===== config.mk =====
export PLATFORM = sky130hd
export DESIGN_NAME = hilo_div_ctrl
export DESIGN_NICKNAME = d
export VERILOG_FILES = /design/src/rtl/hilo_div_ctrl.sv
export SDC_FILE = /design/constraint.sdc
export NUM_CORES = 1
export LEC_CHECK = 0
export CAP_MARGIN = 20
export CORE_AREA = 2 2 116 118
export CTS_CLUSTER_DIAMETER = 80
export DETAILED_ROUTE_END_ITERATION = 16
export DIE_AREA = 0 0 118 120
export GPL_ROUTABILITY_DRIVEN = 0
export PLACE_DENSITY = 0.73
export RECOVER_POWER = 100
export SETUP_SLACK_MARGIN = 0.02
export SLEW_MARGIN = 10
export SYNTH_ARGS = -nofsm -noshare
export SYNTH_HDL_FRONTEND = slang
export SYNTH_SLANG_ARGS = --single-unit

===== constraint.sdc =====
create_clock -name clk -period 3.1 [get_ports clk]
set_input_delay 0.62 -clock clk [delete_from_list [all_inputs] [get_ports clk]]
set_output_delay 0.62 -clock clk [all_outputs]
set_load 0.05 [all_outputs]

===== src/rtl/hilo_div_ctrl.sv =====
// HI/LO register file and divide sequencer in front of a multi-cycle divider core.
// Launch costs one cycle plus core latency; stall holds IF..EX until core_ready or a flush.
module hilo_div_ctrl (
  input  logic        clk,
  input  logic        rst,
  input  logic        div_req,
  input  logic        div_sign,
  input  logic [31:0] div_a,
  input  logic [31:0] div_b,
  input  logic        flush,
  input  logic        mthi,
  input  logic        mtlo,
  input  logic [31:0] mt_data,
  output logic [31:0] hi_out,
  output logic [31:0] lo_out,
  output logic        stall,
  output logic        core_start,
  output logic        core_sign,
  output logic [31:0] core_a,
  output logic [31:0] core_b,
  input  logic        core_ready,
  input  logic [63:0] core_result
);

  typedef enum logic {IDLE = 1'b0, WAIT = 1'b1} state_t;

  state_t      state_q, state_d;
  logic [31:0] hi_q, lo_q;
  logic        div_zero;
  logic        div_done;
  logic        b_nonzero;

  assign b_nonzero = (div_b != 32'd0);

  always_comb begin
    state_d    = state_q;
    core_start = 1'b0;
    stall      = 1'b0;
    div_zero   = 1'b0;
    div_done   = 1'b0;
    unique case (state_q)
      IDLE: begin
        // core_ready here belongs to an abandoned divide and is ignored
        if (div_req && !flush) begin
          if (b_nonzero) begin
            core_start = 1'b1;
            stall      = 1'b1;
            state_d    = WAIT;
          end else begin
            div_zero   = 1'b1;
          end
        end
      end
      WAIT: begin
        if (flush) begin
          state_d = IDLE;
        end else if (core_ready) begin
          div_done = 1'b1;
          state_d  = IDLE;
        end else begin
          stall    = 1'b1;
        end
      end
      default: state_d = IDLE;
    endcase
    if (rst) begin
      core_start = 1'b0;
      stall      = 1'b0;
    end
  end

  assign core_sign = div_sign;
  assign core_a    = div_a;
  assign core_b    = div_b;

  always_ff @(posedge clk) begin
    if (rst) begin
      state_q <= IDLE;
      hi_q    <= 32'd0;
      lo_q    <= 32'd0;
    end else begin
      state_q <= state_d;
      if (!flush) begin
        if (div_done) begin
          hi_q <= core_result[63:32];
          lo_q <= core_result[31:0];
        end else if (div_zero) begin
          // divide-by-zero result is defined here so the core never sees b==0
          hi_q <= div_a;
          lo_q <= 32'hFFFF_FFFF;
        end else begin
          if (mthi) hi_q <= mt_data;
          if (mtlo) lo_q <= mt_data;
        end
      end
    end
  end

  assign hi_out = hi_q;
  assign lo_out = lo_q;

endmodule


# Word-level counts from Yosys, hierarchy flattened
# Index checks and enable logic that the tools add are counted.
totals:
  regBits: 65
  input_bits: 168
  out_inout_bits: 131
  wordCells: 32
op_classes:
  n_mux: 20
  n_bitwise: 2
  n_reduce_logical: 7
ops:
  columns: ["operator", "count"]
  rows:
  - ["32-bit two-way mux", 6]
  - ["32-bit nonzero test", 1]
  - ["1-bit two-way mux", 13]
  - ["3-bit nonzero test", 2]
  - ["2-bit AND reduction", 2]
  - ["1-bit NOT", 2]
  - ["1-bit one-hot mux with 2 select lines", 1]
  - ["1-bit logical AND", 1]
  - ["1-bit logical NOT", 1]

# Longest topological paths before layout
# Gate-level depths: netlist (run 1).
depth:
  ltp_word: 6
  ltp_mapped: 7
  ltp_nobuf: 5

# Least setup slack after synthesis (run 1)
# Ideal clock, no wire load.
synth_path:
  kind: "in2out"
  from: "in rst"
  to: "out core_start"
  arrival_ns: 2.202
  required_ns: 2.480
  slack_ns: 0.278
  stages: 3
  n_path_buf: 2
  cell_sequence: "clkbuf_1 > clkbuf_1 > nor3_1"
synth_between:
  elab_chain_len: 1
synth_rtl:
  columns: ["element", "line", "source"]
  rows:
  - ["from (decl)", "5", "input logic rst,"]
  - ["1-bit two-way mux", "66", "if (rst) begin"]
  - ["to (decl)", "17", "output logic core_start,"]
# No other way between the ends.

# Worst setup path in the final report (run 1)
layout_path:
  from: "in div_b[28]"
  to: "out stall"
layout_between:
  elab_chain_len: 5
layout_rtl:
  columns: ["element", "line", "source"]
  rows:
  - ["from (decl)", "9", "input logic [31:0] div_b,"]
  - ["32-bit nonzero test", "33", "assign b_nonzero = (div_b != 32'd0);"]
  - ["1-bit two-way mux", "45", "if (b_nonzero) begin"]
  - ["1-bit two-way mux", "44", "if (div_req && !flush) begin"]
  - ["1-bit one-hot mux with 2 select lines", "41", "unique case (state_q)"]
  - ["1-bit two-way mux", null, null]
  - ["to (decl)", "16", "output logic stall,"]
# No other way between the ends.

==> impl_metrics.toml, run 1 <==
[logic_synthesis]
synth_edf_count = 0
ys_types = 24
yosysWarnings = 0
syn_avg_cell_area_um2 = 7.88
yosys-top-cells-area = "dfxtp_1, buf_4, a311oi_2, nor2_1, o2bb2ai_1"
syn_area_um2 = 3780
synth_cells = 480
syn-num-nets = 648
synth.most_common_cell = "nor2_1"
synthFlopType = "dfxtp_1"
ys_async_sr_fraction_pct = 0
synth-seq-cells = 65
yosysTopAreaCell = "dfxtp_1"
yosysSeqAreaShare_pct = 34.4
synth_commonest_cells = "nor2_1, buf_4, dfxtp_1"
synth_top_area_share_pct = 34.4

[worst_hold_path]
hold_class = "reg2reg"

[global_routing]
grt_usage_pct = 21.7
antenna_found_initial = 0
grt_pass1_wl_um = 24100
grt_max_degree = 37
first_global_vias = 4417
gr-total-overflow = 0

[floorplanning]
core_area_um2 = 13000
fp.dieArea_um2 = 14200
rows = 42
die_x_um = 118
ios = 299
floorplan.initialDensity_pct = 29.1
die_h_um = 120

[route]
drc = 0
dr.pass1.iters = 4
initialDrtViolationCount = 138
totalWireLength_um = 15800
vias = 4266
via_per_inst = 4.85
ant_nets = 0
wl_per_cell_um = 17.9

[setup_path]
r2r_cells = 6
crit_chain = "clkdlybuf4s50_1 -> nor4_1 -> nand4_1 -> nor2_1 -> o32a_1 -> nor2_1 -> buf_2"
cp_data_required_time_ns = 2.48
cp-endpoint = "stall"
start_kind = "primary input"
cp_top_family = "simple AND/OR/NAND/NOR gates"
critPathMaxFanout = 3
crit_path_top_delay_cell = "clkdlybuf4s50_1"
timing.rr.start = "state_q"
critPathKind = "in2out"
reg2reg_to = "lo_out[13]"
arrival_ns = 2.28
timing.critical_path.mode_cell = "nor2_1"
cpPeakStageDelay_ns = 0.42
cp-startpoint = "div_b[28]"
rrSetupSlack_ns = 1.06
cp.buffers_inverters = 2
worstSetupEndpointType = "output pin"
critical_path_depth = 7

[layout]
final_nets = 868
fillers = 1288
antennaDiodeCount = 0
layout-drive-gt1-share_pct = 6.25
areaGrowthSynthToFinish_pct = 75.2

[placement]
dp_hpwl_um = 12600
port_buffers = 296
preCtsSetupSlack_ns = 0.0765

[sta]
slew_violations = 0
setup_viol = 0
worst_slew_pin_slew_ns = 0.851
min_period_ns = 2.90
rsz0062_at_grt = "no"
worst_slack_ns = 0.205
hold_violations = 0
finClkSkew_ns = 0.00312
setup_tns_ns = 0
relSlewSlack_pct = 42.8
fmax_mhz = 345
period_share_pct = 93.4

[power_and_ir_drop]
vdd_drop_max_mv = 0.250
leakage_nw = 2.56
power.density_nw_per_um2 = 444

[clocking]
numCtsBuffers = 9
cts_tree = "done"
clk_latency_ns = 0.32
clockBufferDepth = 2
cts_max_level = 3
hold_buffers = 0
cts.sinks = 65
post_cts_resized = 0
postCtsSetupBuffers = 0
clockRootBuffer = "clkbuf_16"
clk_pin_slew_ns = 0.05

[flow_run]
cap_viol_max_count = 0

[status]
status = "finished clean"
flip-flops by register name, summed over array words and instances, names as in the netlist:
name / count
hi_out: 32
lo_out: 32
state_q: 1
through the flow:
stage | utilization, % | std cells | total power, mW | cell area [µm²] | hold slack, ns
detailed placement | 49.9 | 865 | 1.89 | 6480 | 0.446
finish | 51.1 | 880 | 2.94 | 6630 | 0.457
global route | 51.1 | 880 | 3.05 | 6630 | 0.466
CTS | 52.5 | 880 | 3.02 | 6810 | 0.462
floorplan | - | 480 | 1.48 | 3780 | 0.691
global placement | 49.9 | 865 | 1.88 | 6480 | 0.446
per-layer routing:
layer | up-vias | share of wire [%] | GRT usage (%)
li1 | 2049 | - | -
met1 | 2002 | 42 | 26.3
met2 | 191 | 50 | 37.6
met3 | 24 | 6.3 | 5.37
met4 | 0 | 2.0 | 7.00
met5 | - | 0 | 0
worst reg2reg max path: stages, from the launching register on:
cell and delay (ns):
dfxtp_1 0.31, inv_1 0.07, nand3b_1 0.14, or3_4 0.55, and2_2 0.22, clkbuf_4 0.32, a311oi_1 0.33
where the power goes:
group | leakage, nW | switching [mW] | internal [mW]
clock | 0.162 | 0.358 | 0.766
combinational | 1.87 | 0.538 | 0.366
sequential | 0.533 | 0.0257 | 0.887
kinds of logic (layout without fill, tap and decap cells):
logic type | count (synthesis) | after routing | synth area share [%]
flip-flops | 65 | 65 | 34.4
buffers and inverters | 104 | 328 | 17.4
AO/OA/AOI/OAI | 130 | 130 | 28.8
AND/OR/NAND/NOR | 181 | 181 | 19.4
layout by cell type, fill, tap and decap left out, types with 2 or more instances in the layout:
master | Yosys | layout
bufinv_16 | 0 | 2
a311oi_1 | 2 | 26
dfxtp_1 | 65 | 65
clkbuf_16 | 0 | 9
dlygate4sd3_1 | 0 | 128
nor4_1 | 8 | 8
a311oi_2 | 30 | 6
nor2_1 | 98 | 98
nand4_1 | 2 | 2
a21oi_1 | 32 | 32
clkbuf_4 | 0 | 2
o21ai_0 | 32 | 32
nor2b_2 | 0 | 2
buf_2 | 1 | 2
clkbuf_8 | 0 | 3
nand3b_1 | 2 | 2
buf_4 | 65 | 12
nand2_1 | 64 | 64
clkdlybuf4s50_1 | 0 | 165
o2bb2ai_1 | 32 | 32
buf_12 | 0 | 2
area by class of cell:
type / count / area (µm²) / area share [%]
timing repair buffer: 312 / 3090 / 46.7
multi-input combinational: 311 / 1680 / 25.3
sequential: 65 / 1300 / 19.6
clock buffer: 13 / 270 / 4.08
tap: 176 / 220 / 3.32
clock inverter: 2 / 60.1 / 0.906
inverter: 1 / 3.75 / 0.0566
worst min-delay path by stage:
stage                           from         end  cells after the start
after floorplan            lo_out[0]   lo_out[0]                      2
after global placement    hi_out[13]  hi_out[13]                      1
after detailed placement  hi_out[12]  hi_out[12]                      1
after CTS                 hi_out[12]  hi_out[12]                      1
after global routing      hi_out[27]  hi_out[27]                      1
final                     hi_out[11]  hi_out[11]                      1
Note: power is estimated with default switching activity, not from simulation.
==> inputs of run 2 (changes only) <==
--- a/config.mk
+++ b/config.mk
@@ -6,12 +6,13 @@
 export NUM_CORES = 1
 export LEC_CHECK = 0
 export CAP_MARGIN = 20
-export CORE_AREA = 2 2 116 118
+export CORE_MARGIN = 2
+export CORE_UTILIZATION = 29
 export CTS_CLUSTER_DIAMETER = 80
 export DETAILED_ROUTE_END_ITERATION = 16
-export DIE_AREA = 0 0 118 120
 export GPL_ROUTABILITY_DRIVEN = 0
-export PLACE_DENSITY = 0.73
+export HOLD_SLACK_MARGIN = 0.1
+export PLACE_DENSITY = 0.72
 export RECOVER_POWER = 100
 export SETUP_SLACK_MARGIN = 0.02
 export SLEW_MARGIN = 10
==> constraint.sdc (replaced) <==
create_clock -name clk -period 3 [get_ports clk]
set_input_delay 0.6 -clock clk [delete_from_list [all_inputs] [get_ports clk]]
set_output_delay 0.6 -clock clk [all_outputs]
set_load 0.05 [all_outputs]
==> run 2 against run 1 <==
  * Global-route usage rose by 0.40 points
  * Sequential power rose by 3.2%
  * Design area fell by 0.45%
  * Critical path depth did not move
  * Critical path type unchanged
  * Largest cell class unchanged
==> impl_metrics.toml, run 2 (synthesis gave the netlist of run 1 again) <==
[sta]
slew_violations = 0
setup_viol = 0
worst_slack_ns = 0.174
fmax_mhz = 354
worst_slew_pin_slew_ns = 0.647
rsz0062_at_grt = "no"
setup_tns_ns = 0
finClkSkew_ns = 0.00921
hold_violations = 0
relSlewSlack_pct = 56.9
period_share_pct = 94.2
min_period_ns = 2.83

[clocking]
cts_max_level = 3
cts.sinks = 65
hold_buffers = 0
clk_pin_slew_ns = 0.06
post_cts_resized = 0
clk_latency_ns = 0.32
cts_tree = "done"
numCtsBuffers = 9
clockRootBuffer = "clkbuf_16"
clockBufferDepth = 2
postCtsSetupBuffers = 0

[flow_run]
cap_viol_max_count = 0

[route]
ant_nets = 0
drc = 0
wl_per_cell_um = 18.0
vias = 4315
dr.pass1.iters = 5
via_per_inst = 4.93
totalWireLength_um = 15800
initialDrtViolationCount = 190

[worst_hold_path]
hold_depth = 1
hold_class = "reg2reg"

[setup_path]
start_kind = "primary input"
critPathMaxFanout = 3
worstSetupEndpointType = "output pin"
timing.critical_path.mode_cell = "nor2_1"
arrival_ns = 2.23
cpPeakStageDelay_ns = 0.42
cp_data_required_time_ns = 2.40
r2r_cells = 6
crit_chain = "clkdlybuf4s50_1 -> nor4_1 -> nand4_1 -> nor2_1 -> o32a_1 -> nor2_1 -> buf_4"
critical_path_depth = 7
cp.buffers_inverters = 2
critPathKind = "in2out"
cp_top_family = "simple AND/OR/NAND/NOR gates"
crit_path_top_delay_cell = "clkdlybuf4s50_1"

[layout]
seq_area_um2 = 1300
fillers = 1230
final_nets = 867
mostFrequentLayoutCells = "clkdlybuf4s50_1, dlygate4sd3_1, nor2_1"
antennaDiodeCount = 0
areaGrowthSynthToFinish_pct = 74.4
multi_input_area_um2 = 1700
layout-drive-gt1-share_pct = 6.39
final_common_cell = "clkdlybuf4s50_1"

[status]
status = "finished clean"

[global_routing]
grt_max_degree = 42
grt_pass1_wl_um = 24700
first_global_vias = 4456
antenna_found_initial = 0
gr-total-overflow = 0
grt_usage_pct = 22.1

[floorplanning]
ios = 299
core_area_um2 = 12700
die_h_um = 118
rows = 41
floorplan.initialDensity_pct = 29.9
fp.dieArea_um2 = 14000
die_x_um = 118

[power_and_ir_drop]
leakage_nw = 2.54
power.density_nw_per_um2 = 444
vdd_drop_max_mv = 0.209

[placement]
preCtsSetupSlack_ns = 0.148
port_buffers = 296
dp_hpwl_um = 12500
-- run 2: cell count changes in the layout (fill, tap and decap cells not counted), moves of 2 or more --
cell,before,now
clkinv_2,0,2
clkbuf_4,2,0
a311oi_1,26,24
clkbuf_8,3,1
a311oi_2,6,8
clkbuf_2,1,3
clkinvlp_4,0,2
-- run 2: layout make-up --
class | instances | area share [%]
timing repair buffer | 311 | 46.7
multi-input combinational | 311 | 25.8
sequential | 65 | 19.7
clock buffer | 11 | 3.68
tap | 172 | 3.26
clock inverter | 5 | 0.834
inverter | 1 | 0.0569
-- run 2: power by group --
| part | internal (mW) | switching [mW] |
|---|---|---|
| Clock | 0.663 | 0.385 |
| Sequential | 0.917 | 0.0257 |
| Combinational | 0.379 | 0.559 |
| Total | 1.96 | 0.970 |
-- run 2: path summary, 6_finish.rpt --
check | start | endpoint | slack [ns]
hold / removal | hi_out[1] | hi_out[1] | 0.46
hold reg to reg | hi_out[1] | hi_out[1] | 0.46
setup reg to reg | state_q | hi_out[30] | 0.92
setup / recovery | div_b[4] | stall | 0.17
-- run 2: metrics by stage --
stage / util, % / hold slack (ns) / cells / total power [mW] / instance area (µm²)
6_report: 52.1 / 0.457 / 876 / 2.93 / 6600
5_1_grt: 52.1 / 0.474 / 876 / 3.05 / 6600
4_1_cts: 53.3 / 0.464 / 876 / 3.01 / 6750
3_5_place_dp: 50.9 / 0.446 / 860 / 1.96 / 6450
3_3_place_gp: 50.9 / 0.445 / 860 / 1.95 / 6450
2_1_floorplan: - / 0.691 / 480 / 1.53 / 3780
-- run 2: per-layer routing --
layer  vias to the layer above  track usage, %  wire, µm
met3                        31            5.16      1390
li1                       2051               -         -
met5                         -               0         0
met1                      1988            26.5      6220
met2                       245            38.7      7800
met4                         0            7.30       379
